`config.mk`:
```
export PLATFORM = sky130hd
export DESIGN_NAME = eth_rx_preamble_sfd_detector
export DESIGN_NICKNAME = d
export VERILOG_FILES = /design/src/rtl/eth_rx_pkg.sv /design/src/rtl/eth_rx_lane_classifier.sv /design/src/rtl/eth_rx_preamble_sfd_detector.sv
export SDC_FILE = /design/constraint.sdc
export NUM_CORES = 1
export LEC_CHECK = 0
export CAP_MARGIN = 20
export CORE_MARGIN = 2
export CORE_UTILIZATION = 37
export DETAILED_ROUTE_END_ITERATION = 16
export GPL_ROUTABILITY_DRIVEN = 1
export GPL_TIMING_DRIVEN = 0
export PLACE_DENSITY = 0.95
export SLEW_MARGIN = 20
export SYNTH_ARGS = -nofsm -noshare
export SYNTH_HDL_FRONTEND = slang
export SYNTH_SLANG_ARGS = --single-unit
export TNS_END_PERCENT = 10
```
`constraint.sdc`:
```
create_clock -name i_clk -period 3.65 [get_ports i_clk]
set_clock_uncertainty 0.05 [all_clocks]
set_input_delay 0.73 -clock i_clk [delete_from_list [all_inputs] [get_ports i_clk]]
set_output_delay 0.73 -clock i_clk [all_outputs]
set_load 0.01 [all_outputs]
```
`src/rtl/eth_rx_pkg.sv`:
```
// Shared constants and FSM state type for the Ethernet receive preamble/SFD detector.
package eth_rx_pkg;

    localparam logic [7:0] ETH_PRE_BYTE     = 8'h55;
    localparam logic [7:0] ETH_SFD_BYTE     = 8'hD5;

    localparam int         DEF_MIN_PREAMBLE = 7;
    localparam int         DEF_MAX_PREAMBLE = 15;

    typedef enum logic [1:0] {
        ST_IDLE   = 2'd0,
        ST_HUNT   = 2'd1,
        ST_LOCKED = 2'd2
    } state_e;

endpackage

```
`src/rtl/eth_rx_lane_classifier.sv`:
```
// Combinational lane scan of one receive word: counts leading preamble lanes and
// classifies the first non-preamble lane as SFD or bad. Later lanes are ignored.
module eth_rx_lane_classifier
    import eth_rx_pkg::*;
#(
    parameter  int DATA_BYTES = 8,
    localparam int P_W        = $clog2(DATA_BYTES + 1),
    localparam int LANE_W     = (DATA_BYTES > 1) ? $clog2(DATA_BYTES) : 1
) (
    input  logic [8*DATA_BYTES-1:0] word_i,
    output logic [P_W-1:0]          p_o,
    output logic                    sfd_hit_o,
    output logic                    bad_hit_o,
    output logic [LANE_W-1:0]       s_o
);

    logic stop;

    // Walk lanes from lane 0 (first on the wire) until the first non-0x55 byte.
    always_comb begin
        p_o       = '0;
        sfd_hit_o = 1'b0;
        bad_hit_o = 1'b0;
        s_o       = '0;
        stop      = 1'b0;
        for (int i = 0; i < DATA_BYTES; i++) begin
            if (!stop) begin
                if (word_i[8*i +: 8] == ETH_PRE_BYTE) begin
                    p_o = p_o + P_W'(1);
                end else begin
                    stop = 1'b1;
                    s_o  = LANE_W'(i);
                    if (word_i[8*i +: 8] == ETH_SFD_BYTE) begin
                        sfd_hit_o = 1'b1;
                    end else begin
                        bad_hit_o = 1'b1;
                    end
                end
            end
        end
    end

endmodule

```
`src/rtl/eth_rx_preamble_sfd_detector.sv`:
```
// Preamble/SFD detector for an N-byte receive datapath. Checks the preamble length
// against min/max limits and reports start-of-frame with the SFD byte lane.
//
//   state     | meaning
//   ----------+-------------------------------------------------------------
//   ST_IDLE   | waiting for a word whose lane 0 is 0x55
//   ST_HUNT   | preamble in progress, cnt_q = 0x55 bytes seen so far
//   ST_LOCKED | SFD accepted, payload flowing; wait for i_frame_end
module eth_rx_preamble_sfd_detector
    import eth_rx_pkg::*;
#(
    parameter  int DATA_BYTES   = 8,
    parameter  int MIN_PREAMBLE = DEF_MIN_PREAMBLE,
    parameter  int MAX_PREAMBLE = DEF_MAX_PREAMBLE,
    localparam int CNT_W        = $clog2(MAX_PREAMBLE + DATA_BYTES + 1),
    localparam int LANE_W       = (DATA_BYTES > 1) ? $clog2(DATA_BYTES) : 1
) (
    input  logic                    i_clk,
    input  logic                    i_reset,
    input  logic [8*DATA_BYTES-1:0] i_msg_word,
    input  logic                    i_msg_valid,
    input  logic                    i_frame_end,
    output logic                    o_sof,
    output logic [LANE_W-1:0]       o_sfd_lane,
    output logic [CNT_W-1:0]        o_preamble_len,
    output logic                    o_err_short,
    output logic                    o_err_long,
    output logic                    o_err_bad,
    output logic                    o_locked
);

    localparam int P_W = $clog2(DATA_BYTES + 1);

    state_e              state_q, state_d;
    logic [CNT_W-1:0]    cnt_q, cnt_d;
    logic                sof_q, sof_d;
    logic [LANE_W-1:0]   lane_q, lane_d;
    logic [CNT_W-1:0]    len_q, len_d;
    logic                err_short_q, err_short_d;
    logic                err_long_q, err_long_d;
    logic                err_bad_q, err_bad_d;

    logic [P_W-1:0]      cls_p;
    logic                cls_sfd_hit;
    logic                cls_bad_hit;
    logic [LANE_W-1:0]   cls_s;

    logic [CNT_W-1:0]    total;
    logic [CNT_W-1:0]    cnt_full;
    logic                eval;

    eth_rx_lane_classifier #(
        .DATA_BYTES (DATA_BYTES)
    ) u_classifier (
        .word_i    (i_msg_word),
        .p_o       (cls_p),
        .sfd_hit_o (cls_sfd_hit),
        .bad_hit_o (cls_bad_hit),
        .s_o       (cls_s)
    );

    // Next-state, counter and output-pulse decode.
    always_comb begin
        state_d     = state_q;
        cnt_d       = cnt_q;
        sof_d       = 1'b0;
        lane_d      = lane_q;
        len_d       = len_q;
        err_short_d = 1'b0;
        err_long_d  = 1'b0;
        err_bad_d   = 1'b0;

        total    = cnt_q + CNT_W'(cls_s);
        cnt_full = cnt_q + CNT_W'(DATA_BYTES);
        // IDLE only wakes on a word that starts with preamble; cnt_q is 0 there,
        // so the same evaluation covers a preamble+SFD completing in one word.
        eval     = i_msg_valid &&
                   ((state_q == ST_HUNT) ||
                    ((state_q == ST_IDLE) && (i_msg_word[7:0] == ETH_PRE_BYTE)));

        case (state_q)
            ST_IDLE, ST_HUNT: begin
                if (eval) begin
                    if (cls_sfd_hit) begin
                        state_d = ST_IDLE;
                        cnt_d   = '0;
                        if (total < CNT_W'(MIN_PREAMBLE)) begin
                            err_short_d = 1'b1;
                            len_d       = total;
                        end else if (total > CNT_W'(MAX_PREAMBLE)) begin
                            err_long_d  = 1'b1;
                        end else begin
                            sof_d   = 1'b1;
                            lane_d  = cls_s;
                            len_d   = total;
                            state_d = ST_LOCKED;
                        end
                    end else if (cls_bad_hit) begin
                        err_bad_d = 1'b1;
                        state_d   = ST_IDLE;
                        cnt_d     = '0;
                    end else if (cnt_full > CNT_W'(MAX_PREAMBLE)) begin
                        err_long_d = 1'b1;
                        state_d    = ST_IDLE;
                        cnt_d      = '0;
                    end else begin
                        cnt_d   = cnt_full;
                        state_d = ST_HUNT;
                    end
                end
            end
            ST_LOCKED: begin
                if (i_frame_end) begin
                    state_d = ST_IDLE;
                    cnt_d   = '0;
                end
            end
            default: begin
                state_d = ST_IDLE;
                cnt_d   = '0;
            end
        endcase
    end

    // State, counter and registered outputs; reset aborts silently.
    always_ff @(posedge i_clk) begin
        if (i_reset) begin
            state_q     <= ST_IDLE;
            cnt_q       <= '0;
            sof_q       <= 1'b0;
            lane_q      <= '0;
            len_q       <= '0;
            err_short_q <= 1'b0;
            err_long_q  <= 1'b0;
            err_bad_q   <= 1'b0;
        end else begin
            state_q     <= state_d;
            cnt_q       <= cnt_d;
            sof_q       <= sof_d;
            lane_q      <= lane_d;
            len_q       <= len_d;
            err_short_q <= err_short_d;
            err_long_q  <= err_long_d;
            err_bad_q   <= err_bad_d;
        end
    end

    assign o_sof          = sof_q;
    assign o_sfd_lane     = lane_q;
    assign o_preamble_len = len_q;
    assign o_err_short    = err_short_q;
    assign o_err_long     = err_long_q;
    assign o_err_bad      = err_bad_q;
    assign o_locked       = (state_q == ST_LOCKED);

endmodule

```
==> parameters.txt, run 1 <==
Parameter                              Value

Outcome
  Status ... completed

Synthesis
  Share of flip-flops with an asynchronous set or reset after synthesis ... 0%
  Count of cell types in the netlist ... 50
  Total number of yosys warnings ... 0
  Dominant cells by area after synthesis ... dfxtp_1, nor2_1, and4b_1
  Number of flops mapped to enable cells by yosys ... 0
  Fraction of post-synthesis cell area in the top cell type by area ... 27.9%
  Mapped cell area ... 0.00115 mm^2
  Top cell type by total area after synthesis ... dfxtp_1
  Cells after synthesis ... 133
  Main synth FF type ... dfxtp_1
  Synthesis-stage register bit count ... 16
  Net count of the mapped netlist ... 202
  Syn avg cell area ... 8.62 um^2
  Sequential fraction of the synthesis area ... 27.9%

Cells and area
  Post-layout nets ... 287
  Antenna diode instance count ... 0
  Filler Cell Count ... 264
  Summed area of non-filler cells in the final layout ... 0.00202 mm^2
  Area growth from synthesis to layout ... 76.6%
  Final core area utilization ... 67.4%
  Area used by multi-input combinational logic ... 791 um^2
  Final non-filler cell total ... 250
  Fraction of final layout cells with drive strength greater than 1 ... 10.1%
  Storage cell area ... 320 um^2

Worst setup path
  Kind of start point of the critical path ... primary input
  Arrival time reported for the critical path endpoint ... 2.90 ns
  Type of the worst setup path ... primary input to flop
  Data required time of the critical path ... 3.82 ns
  Critical path peak fanout ... 5
  Endpoint type of the worst setup path ... flop

Drt
  Post-DRT Antenna Nets ... 0
  Total length of routed wires ... 3440 um
  Vias after detailed routing ... 1,335
  DRC violation total after the first TritonRoute iteration ... 65
  Detailed-routing iteration count for the pre-antenna-repair pass ... 4
  Vias per inst ... 5.34
  Routed wirelength normalized by instance count ... 13.7 um
  Drt drc ... 0

Power and ir drop
  Leakage ... 0.723 nW
  Worst-case vdd ir drop ... 0.175 mV
  PD cells ... 190 mW/mm^2

STA
  Worst Tran Pin Value ... 0.575 ns
  Upper clock frequency limit ... 0.367 GHz
  Min Clock Period, post-route ... 2.72 ns
  Final setup fails ... 0
  Final Max Tran Viols ... 0
  Setup_tns ... 0 ns
  Worst hold slack across all endpoints ... 0.427 ns
  Part of the cycle the worst path needs ... 74.6%
  Final number of hold-violating endpoints ... 0
  Remaining max-slew budget at the tightest pin ... 61.3%
  Setup repair after global routing missed its margin ... no

Placement
  Placed cells ... 246
  RD Place Congestion ... 0.848
  Placed wire-length estimate ... 2910 um
  Total of buffers placed on input and output ports ... 80
  DP Area ... 0.00199 mm^2

Clock tree
  H-tree levels ... 1
  Total of cells resized after clock tree synthesis ... 0
  Clk buf depth ... 2
  Clock latency at the later pin of the worst-skew pair ... 0.28 ns
  Total clock buffers created by CTS ... 3
  Number of post-CTS setup repair buffers ... 0
  Total clock sinks ... 16
  CTS tree ... done
  Count of hold buffers inserted by post-cts repair ... 0
  Root buffer selected by CTS ... clkbuf_4
  Worst-path clk slew ... 0.10 ns

GRT
  Global-route wire length before repair ... 5320 um
  GRT Total Usage ... 19.3%
  Maximum number of pins on one net before global-route repair ... 11
  Vias in the first global route ... 1,283
  Number of antenna violations at the first check in global routing ... 0
  Leftover overflow at the end of global routing ... 0

Min path
  Hold WC Path Type ... flop to flop

Die
  I/O Pins ... 81
  Die Y-Extent ... 59.7 um
  Die Area ... 0.00356 mm^2
  Number of cell rows ... 20
  Width of the die ... 59.7 um
  Initial core utilization ... 38.2%
  CORE AREA ... 0.00300 mm^2

Flow run
  Max-Cap Viols ... 0
stage by stage:
stage                     power, mW  setup WS, ns
after floorplan               0.194          1.20
after global placement        0.268         0.677
after detailed placement      0.271         0.648
after CTS                     0.384         0.943
after global routing          0.402         0.734
final                         0.384         0.926
cell usage after synthesis, types with 2 or more instances:
master,instances
a21o_1,2
a21oi_1,8
a31oi_1,2
a41oi_1,3
and4b_1,7
and4bb_2,3
dfxtp_1,16
inv_1,4
mux2i_1,2
nand2_1,5
nand2b_1,3
nand3_1,4
nor2_1,21
nor2b_1,2
nor3_1,11
nor4bb_1,2
o21ai_0,4
or3_4,2
layout by cell type, fill, tap and decap left out, drive strengths merged, types with 3 or more instances in the layout:
master         netlist  final
nor3                11     11
clkbuf               0      4
nor2                21     21
or3                  3      3
inv                  4      4
clkdlybuf4s50        0     80
a41oi                3      3
nand3                5      5
nand2                6      6
and4b                7      7
and4bb               4      4
a21oi                8      8
nand2b               3      3
o21ai                5      5
a21o                 3      3
dfxtp               16     16
cell families (layout without fill, tap and decap cells):
kind of cell	after synthesis	after routing	share of synthesized area, %
DFF	16	16	27.9
muxes	2	2	1.75
adders and majority gates	1	1	1.09
AOI/OAI and AO/OA	32	32	22.8
buffers and inverters	6	90	3.06
and+or+nand+nor	76	76	43.3
report_power, final:
part / internal, mW / leakage, nW / switching (mW)
clock network: 0.0608 / 0.0210 / 0.0560
registers: 0.174 / 0.129 / 0.00000250
logic: 0.0708 / 0.573 / 0.0221
total: 0.306 / 0.723 / 0.0781
routing by layer:
layer  vias to the layer above  part of all wire (%)  routed length (um)  GRT usage [%]
met5                         -                     0                   0              0
met2                        41                    51                1750           37.0
met1                       607                    41                1410           21.3
li1                        683                     -                   -              -
met3                         4                   7.2                 246           5.19
met4                         0                  0.79                  27           3.17
registers in the layout, indices dropped and copies added, names as in the netlist:
name,count
o_err_short,1
o_sof,1
o_sfd_lane,3
o_err_bad,1
o_preamble_len,5
cnt_q,2
state_q,2
o_err_long,1
path summary, 6_finish.rpt:
| kind | startpoint | endpoint | slack, ns | cells past startpoint |
|---|---|---|---|---|
| worst max-delay path | i_msg_word[30] | o_sfd_lane[2]$_SDFFE_PP0P_ | 0.93 | 8 |
| worst min-delay path | o_preamble_len[4]$_SDFFE_PP0P_ | o_preamble_len[4]$_SDFFE_PP0P_ | 0.43 | 1 |
| worst max register to register | state_q[0]$_SDFFE_PP0P_ | cnt_q[3]$_SDFFE_PP0P_ | 2.15 | 4 |
| worst min register to register | o_preamble_len[4]$_SDFFE_PP0P_ | o_preamble_len[4]$_SDFFE_PP0P_ | 0.43 | 1 |
final cells by class:
| type | instances | area share [%] |
|---|---|---|
| Inverter | 4 | 0.742 |
| Tap cell | 33 | 2.04 |
| Multi-Input combinational cell | 111 | 39.1 |
| Sequential cell | 16 | 15.8 |
| Buffer | 2 | 0.989 |
| Timing Repair Buffer | 80 | 39.6 |
| Clock buffer | 4 | 1.79 |
critical path, cell delays in order:
cell             delay (ns)
clkdlybuf4s50_1        0.47
and4b_1                0.23
nand4b_1               0.23
a311o_1                0.46
a21oi_1                0.32
o21a_1                 0.21
o21ai_0                0.09
a21oi_1                0.16
Note: power is estimated with default switching activity, not from simulation.
==> inputs of run 2 (changes only) <==
CORE_UTILIZATION = 31   (was 37)
PLACE_DENSITY = 0.87   (was 0.95)
clock period = 2.2 ns   (was 3.65 ns; I/O delays follow)
==> parameters.txt, run 2 (synthesized netlist as in run 1, its figures left out) <==
Parameter                              Value

Outcome
  Status ... completed (unchanged)

Worst setup path
  Critical path peak fanout ... 6 (was 5)
  Kind of start point of the critical path ... primary input (unchanged)
  Endpoint type of the worst setup path ... flop (unchanged)
  Arrival time reported for the critical path endpoint ... 2.25 ns (was 2.90 ns)
  Cells along the critical path ... clkbuf_2 -> and4bb_2 -> nand2_4 -> or4_4 -> o22ai_4 -> o31a_2 -> buf_6 -> buf_6 -> nor2_1 -> nor3_2 (was clkdlybuf4s50_1 -> and4b_1 -> nand4b_1 -> a311o_1 -> a21oi_1 -> o21a_1 -> o21ai_0 -> a21oi_1)
  Slowest library cell on the worst path ... or4_4 (was clkdlybuf4s50_1)
  Data required time of the critical path ... 2.32 ns (was 3.82 ns)
  Most used cell along the critical path ... buf_6 (was a21oi_1)
  Type of the worst setup path ... primary input to flop (unchanged)
  Buffers plus inverters on the worst setup path ... 3 (was 1)
  Kind of cell with the highest combined delay on the critical path ... simple AND/OR/NAND/NOR gates (was compound AO/OA/AOI/OAI gates)
  Largest stage delay, worst path ... 0.58 ns (was 0.47 ns)

Die
  Die Y-Extent ... 64.8 um (was 59.7 um)
  I/O Pins ... 81 (unchanged)
  CORE AREA ... 0.00361 mm^2 (was 0.00300 mm^2)
  Width of the die ... 64.8 um (was 59.7 um)
  Initial core utilization ... 31.8% (was 38.2%)
  Die Area ... 0.00420 mm^2 (was 0.00356 mm^2)
  Number of cell rows ... 22 (was 20)

Power and ir drop
  Worst-case vdd ir drop ... 0.433 mV (was 0.175 mV)
  PD cells ... 291 mW/mm^2 (was 190 mW/mm^2)
  Leakage ... 1.15 nW (was 0.723 nW)

Flow run
  Max-Cap Viols ... 0 (unchanged)

Clock tree
  Clock latency at the later pin of the worst-skew pair ... 0.25 ns (was 0.28 ns)
  Worst-path clk slew ... 0.06 ns (was 0.10 ns)
  Total clock sinks ... 16 (unchanged)
  Total clock buffers created by CTS ... 3 (unchanged)
  Root buffer selected by CTS ... clkbuf_8 (was clkbuf_4)
  Count of hold buffers inserted by post-cts repair ... 0 (unchanged)
  Clk buf depth ... 2 (unchanged)
  H-tree levels ... 1 (unchanged)
  CTS tree ... done (unchanged)

Drt
  Post-DRT Antenna Nets ... 0 (unchanged)
  Vias after detailed routing ... 1,507 (was 1,335)
  Vias per inst ... 5.40 (was 5.34)
  DRC violation total after the first TritonRoute iteration ... 42 (was 65)
  Routed wirelength normalized by instance count ... 17.0 um (was 13.7 um)
  Total length of routed wires ... 4740 um (was 3440 um)
  Detailed-routing iteration count for the pre-antenna-repair pass ... 4 (unchanged)
  Drt drc ... 0 (unchanged)

GRT
  Maximum number of pins on one net before global-route repair ... 11 (unchanged)
  GRT Total Usage ... 19.6% (was 19.3%)
  Leftover overflow at the end of global routing ... 0 (unchanged)
  Number of antenna violations at the first check in global routing ... 0 (unchanged)
  Global-route wire length before repair ... 6420 um (was 5320 um)
  Vias in the first global route ... 1,490 (was 1,283)

Cells and area
  Area growth from synthesis to layout ... 110% (was 76.6%)
  Most common cell after layout, fill and taps aside ... dlymetal6s2s_1 (was clkdlybuf4s50_1)
  Flip-flop count of the largest register after layout ... 5 (unchanged)
  Most frequent cells in the layout ... dlymetal6s2s_1, clkdlybuf4s50_1, dfxtp_1, nor2_1, clkbuf_2 (was clkdlybuf4s50_1, nor2_1, dfxtp_1, nor3_1, a21oi_1)
  Fraction of final layout cells with drive strength greater than 1 ... 35.9% (was 10.1%)
  Filler Cell Count ... 276 (was 264)
  Post-layout nets ... 301 (was 287)
  Antenna diode instance count ... 0 (unchanged)

Placement
  Post-Place Worst Slack ... -0.558 ns (was 0.648 ns)
  Total of buffers placed on input and output ports ... 80 (unchanged)
  RD Place Congestion ... 0.837 (was 0.848)
  Placed wire-length estimate ... 2970 um (was 2910 um)

STA
  Worst hold slack across all endpoints ... 0.433 ns (was 0.427 ns)
  Remaining max-slew budget at the tightest pin ... 71.7% (was 61.3%)
  Setup slack of the critical path after layout ... 0.0639 ns (was 0.926 ns)
  Final setup fails ... 0 (unchanged)
  Final Max Tran Viols ... 0 (unchanged)
  Final number of hold-violating endpoints ... 0 (unchanged)
  Part of the cycle the worst path needs ... 97.1%
  Upper clock frequency limit ... 0.468 GHz
  Worst Tran Pin Value ... 0.425 ns (was 0.575 ns)
  Min Clock Period, post-route ... 2.14 ns

Min path
  Hold WC Path Type ... flop to flop (unchanged)
-- run 2: metrics by stage --
step | util, % | cell area, um^2 | total power [mW] | setup TNS (ns) | instances
floorplan | - | 1150 | 0.322 | 0 | 133
global placement | 55.7 | 2010 | 0.444 | -5.48 | 261
detailed placement | 55.7 | 2010 | 0.449 | -6.24 | 261
CTS | 62.0 | 2240 | 0.699 | -0.0121 | 276
global route | 66.9 | 2410 | 0.735 | -0.0855 | 279
finish | 66.9 | 2410 | 0.702 | 0 | 279
-- run 2: where the power goes --
group | internal, mW | switching [mW]
Sequential | 0.290 | 0.00000593
Clock | 0.159 | 0.0955
Combinational | 0.101 | 0.0575
Total | 0.549 | 0.153
-- run 2: worst paths after layout --
check / endpoint / slack [ns] / start / depth (start not counted)
setup reg to reg: o_preamble_len[1]$_SDFFE_PP0P_ / 0.76 / state_q[0]$_SDFFE_PP0P_ / 7
hold / removal: o_preamble_len[4]$_SDFFE_PP0P_ / 0.43 / o_preamble_len[4]$_SDFFE_PP0P_ / 1
hold reg to reg: o_preamble_len[4]$_SDFFE_PP0P_ / 0.43 / o_preamble_len[4]$_SDFFE_PP0P_ / 1
setup / recovery: o_preamble_len[1]$_SDFFE_PP0P_ / 0.06 / i_msg_word[3] / 10
-- run 2: worst register-to-register path: stages, from the launching register on --
cell	delay (ns)
dfxtp_1	0.32
o21ai_1	0.26
nor3_2	0.09
o31a_2	0.13
buf_6	0.14
buf_6	0.13
nor2_1	0.14
nor3_2	0.06
-- run 2: what timing repair did --
item                       4_1_cts  5_1_grt
pin swaps                       29       37
gates resized for setup         63       93
buffers inserted                11        3
setup endpoints to repair       14       14
-- run 2: layout make-up --
cell class	instances	area, um^2	share of cell area [%]
plain buffers	2	20.0	0.830
clock buffers	4	55.1	2.28
inverters	4	15.0	0.622
flip-flops and latches	16	320	13.3
multi-input cells	111	1010	41.9
well taps	48	60.1	2.49
repair buffers	94	931	38.6
-- run 2: per-layer routing --
layer  global-route usage, %  vias up  wire [um]
li1                        -      707          -
met1                    19.9      727       1610
met2                    34.9       61       2710
met3                    5.73       12        292
met4                    12.2        0        129
met5                       0        -          0
==> inputs of run 3 (changes only) <==
ABC_AREA = 1   (was default)
CORE_UTILIZATION = 35   (was 31)
PLACE_DENSITY = 0.85   (was 0.87)
==> parameters.txt, run 3 <==
Parameter                              Value

Worst setup path
  Arrival time reported for the critical path endpoint ... 2.16 ns (was 2.25 ns)
  Critical path peak fanout ... 5 (was 6)
  Kind of start point of the critical path ... primary input (unchanged)
  Endpoint type of the worst setup path ... flop (unchanged)
  Worst reg2reg startpoint ... state_q[0]$_SDFFE_PP0P_ (unchanged)
  Count of cells along the worst register-to-register path ... 6 (was 7)
  Data required time of the critical path ... 2.30 ns (was 2.32 ns)
  Worst R2R End ... o_err_long$_SDFF_PP0_ (was o_preamble_len[1]$_SDFFE_PP0P_)
  Reg2Reg Setup Slack ... 0.86 ns (was 0.76 ns)
  Type of the worst setup path ... primary input to flop (unchanged)

Drt
  Vias after detailed routing ... 1,779 (was 1,507)
  Vias per inst ... 4.60 (was 5.40)
  WL met1 ... 1550 um (was 1610 um)
  Wire length on met2 ... 1950 um (was 2710 um)
  Detailed-routing iteration count for the pre-antenna-repair pass ... 4 (unchanged)
  DRC violation total after the first TritonRoute iteration ... 70 (was 42)
  Routed wirelength normalized by instance count ... 9.67 um (was 17.0 um)
  Total length of routed wires ... 3740 um (was 4740 um)
  Top Layer Used ... met4 (unchanged)
  Drt drc ... 0 (unchanged)
  Detailed-routed wire length on met3 ... 196 um (was 292 um)
  Post-DRT Antenna Nets ... 0 (unchanged)

Synthesis
  Fraction of post-synthesis cell area in the top cell type by area ... 21.8% (was 27.9%)
  Synthesis-stage register bit count ... 16 (unchanged)
  Main synth FF type ... dfxtp_1 (unchanged)
  Cells after synthesis ... 243 (was 133)
  Count of cell types in the netlist ... 28 (was 50)
  Post-Synth Adder-Cell Area ... 0.851% (was 1.09%)
  Largest family of logic cells by synthesized area ... simple AND/OR/NAND/NOR gates (unchanged)
  Top cell type by total area after synthesis ... dfxtp_1 (unchanged)
  Synthesized-area fraction occupied by ao, oa, aoi and oai cells ... 4.60% (was 22.8%)
  Mapped cell area ... 0.00147 mm^2 (was 0.00115 mm^2)
  Share of synthesized cell area in and, or, nand and nor gates ... 58.1% (was 43.3%)
  Parity-gate share of the synthesized area counting xor and xnor cells ... 0% (unchanged)
  Dominant cells by area after synthesis ... dfxtp_1, inv_1, nand2_1 (was dfxtp_1, nor2_1, and4b_1)
  Sequential fraction of the synthesis area ... 21.8% (was 27.9%)
  Number of flops mapped to enable cells by yosys ... 0 (unchanged)
  Net count of the mapped netlist ... 312 (was 202)
  Syn avg cell area ... 6.05 um^2 (was 8.62 um^2)
  Multiplexer share of the synthesized area ... 0% (was 1.75%)
  Most frequent cells after synthesis ... inv_1, nand2_1, nor2_1, dfxtp_1, nand3_1 (was nor2_1, dfxtp_1, nor3_1, a21oi_1, and4b_1)
  Share of flip-flops with an asynchronous set or reset after synthesis ... 0% (unchanged)
  Total number of yosys warnings ... 0 (unchanged)

Die
  Number of cell rows ... 23 (was 22)
  Die Area ... 0.00473 mm^2 (was 0.00420 mm^2)
  I/O Pins ... 81 (unchanged)
  Initial core utilization ... 36.5% (was 31.8%)
  Width of the die ... 68.8 um (was 64.8 um)
  CORE AREA ... 0.00403 mm^2 (was 0.00361 mm^2)
  Die Y-Extent ... 68.8 um (was 64.8 um)

GRT
  Global-route wire length before repair ... 6140 um (was 6420 um)
  Vias in the first global route ... 1,610 (was 1,490)
  GRT Total Usage ... 16.4% (was 19.6%)
  Maximum number of pins on one net before global-route repair ... 10 (was 11)
  Number of antenna violations at the first check in global routing ... 0 (unchanged)
  Leftover overflow at the end of global routing ... 0 (unchanged)

Cells and area
  Most common cell after layout, fill and taps aside ... clkdlybuf4s50_1 (was dlymetal6s2s_1)
  Post-layout nets ... 407 (was 301)
  Most frequent cells in the layout ... clkdlybuf4s50_1, inv_1, nand2_1, nor2_1, dlymetal6s2s_1 (was dlymetal6s2s_1, clkdlybuf4s50_1, dfxtp_1, nor2_1, clkbuf_2)
  Antenna diode instance count ... 0 (unchanged)
  Final non-filler cell total ... 387 (was 279)
  Area growth from synthesis to layout ... 79.3% (was 110%)
  Final core area utilization ... 65.4% (was 66.9%)
  Fraction of final layout cells with drive strength greater than 1 ... 22.8% (was 35.9%)
  Flip-flop count of the largest register after layout ... 5 (unchanged)

Placement
  Placed cells ... 373 (was 261)
  Placed wire-length estimate ... 3070 um (was 2970 um)
  RD Place Congestion ... 0.831 (was 0.837)
  Total of buffers placed on input and output ports ... 80 (unchanged)
  Post-Place Worst Slack ... -0.228 ns (was -0.558 ns)

Clock tree
  Clk buf depth ... 2 (unchanged)
  CTS tree ... done (unchanged)
  Root buffer selected by CTS ... clkbuf_8 (unchanged)
  Worst-path clk slew ... 0.06 ns (about the same)
  Total clock sinks ... 16 (unchanged)
  H-tree levels ... 1 (unchanged)
  Clock latency at the later pin of the worst-skew pair ... 0.25 ns (about the same)
  Total clock buffers created by CTS ... 3 (unchanged)

STA
  Worst Tran Pin Value ... 0.411 ns (was 0.425 ns)
  Remaining max-slew budget at the tightest pin ... 72.4% (was 71.7%)
  Setup slack of the critical path after layout ... 0.137 ns (was 0.0639 ns)
  Final number of hold-violating endpoints ... 0 (unchanged)
  Final setup fails ... 0 (unchanged)
  Final Max Tran Viols ... 0 (unchanged)
  Upper clock frequency limit ... 0.485 GHz (was 0.468 GHz)
  Min Clock Period, post-route ... 2.06 ns (was 2.14 ns)
  Part of the cycle the worst path needs ... 93.8% (was 97.1%)

Power and ir drop
  Leakage ... 1.28 nW (was 1.15 nW)
  PD cells ... 279 mW/mm^2 (was 291 mW/mm^2)
  Worst-case vdd ir drop ... 0.138 mV (was 0.433 mV)

Outcome
  Status ... completed (unchanged)

Min path
  Cells on Worst Hold Path ... 2 (was 1)
  Hold path start ... o_preamble_len[4]$_SDFFE_PP0P_ (unchanged)
  Hold EP ... o_preamble_len[4]$_SDFFE_PP0P_ (unchanged)
  Hold WC Path Type ... flop to flop (unchanged)

Flow run
  Max-Cap Viols ... 0 (unchanged)
==> run 3: cell type report <==
cell class                      count  area (um^2)
Fill cell                         370         1390
Multi-Input combinational cell    171         1060
Timing Repair Buffer               90          921
Sequential cell                    16          320
Inverter                           56          218
Tap cell                           50         62.6
Clock buffer                        4         55.1
==> run 3: per-stage QoR <==
step,TNS [ns],hold WS (ns),instance area (um^2),power (mW)
after floorplan,0,0.411,1470,0.341
after global placement,-1.49,0.383,2330,0.471
after detailed placement,-2.25,0.388,2330,0.474
after CTS,0,0.399,2390,0.737
after global routing,-0.0222,0.408,2640,0.772
final,0,0.395,2640,0.737
==> run 3: power breakdown <==
group / total, mW / switching (mW) / internal [mW]
logic: 0.185 / 0.0656 / 0.119
clock network: 0.262 / 0.103 / 0.159
registers: 0.290 / 0.00000837 / 0.290
total: 0.737 / 0.169 / 0.568
==> run 3: metal layers <==
metal | global-route usage (%) | vias to the layer above
met1 | 19.7 | 780
met2 | 30.0 | 56
li1 | - | 938
met4 | 6.37 | 0
met5 | 0 | -
met3 | 1.46 | 5
==> run 3: kinds of logic (layout without fill, tap and decap cells) <==
family	Yosys count	in the layout
fa+ha+maj	1	1
simple gates	158	158
compound gates	12	12
flops	16	16
buf+inv	56	150
==> run 3: worst max path at each step <==
stage | cells after the start | endpoint | slack (ns) | startpoint
6_report | 13 | o_sfd_lane[2]$_SDFFE_PP0P_ | 0.14 | i_msg_word[23]
5_1_grt | 13 | o_preamble_len[3]$_SDFFE_PP0P_ | -0.02 | i_msg_word[28]
4_1_cts | 12 | o_preamble_len[2]$_SDFFE_PP0P_ | 0.03 | i_msg_word[0]
3_5_place_dp | 14 | o_preamble_len[2]$_SDFFE_PP0P_ | -0.23 | i_msg_word[12]
3_3_place_gp | 12 | o_preamble_len[1]$_SDFFE_PP0P_ | -0.17 | i_msg_word[2]
2_1_floorplan | 11 | o_preamble_len[0]$_SDFFE_PP0P_ | 0.44 | i_msg_word[2]
==> run 3: what timing repair did <==
action	4_1_cts	5_1_grt
hold buffers	0	0
endpoints found under the setup margin	0	11
resized for setup	0	54
hold endpoints to repair	0	0
buffers inserted	0	10
==> run 3: worst max-delay path, stage by stage <==
cell	delay [ns]
clkdlybuf4s50_1	0.43
nor2_2	0.13
nand2_2	0.07
nor2_4	0.16
inv_2	0.07
nor2_4	0.15
nand4_4	0.13
nor2_4	0.15
nand2_2	0.09
nand2_4	0.09
nand4_1	0.11
nand2_1	0.08
nor2_1	0.05
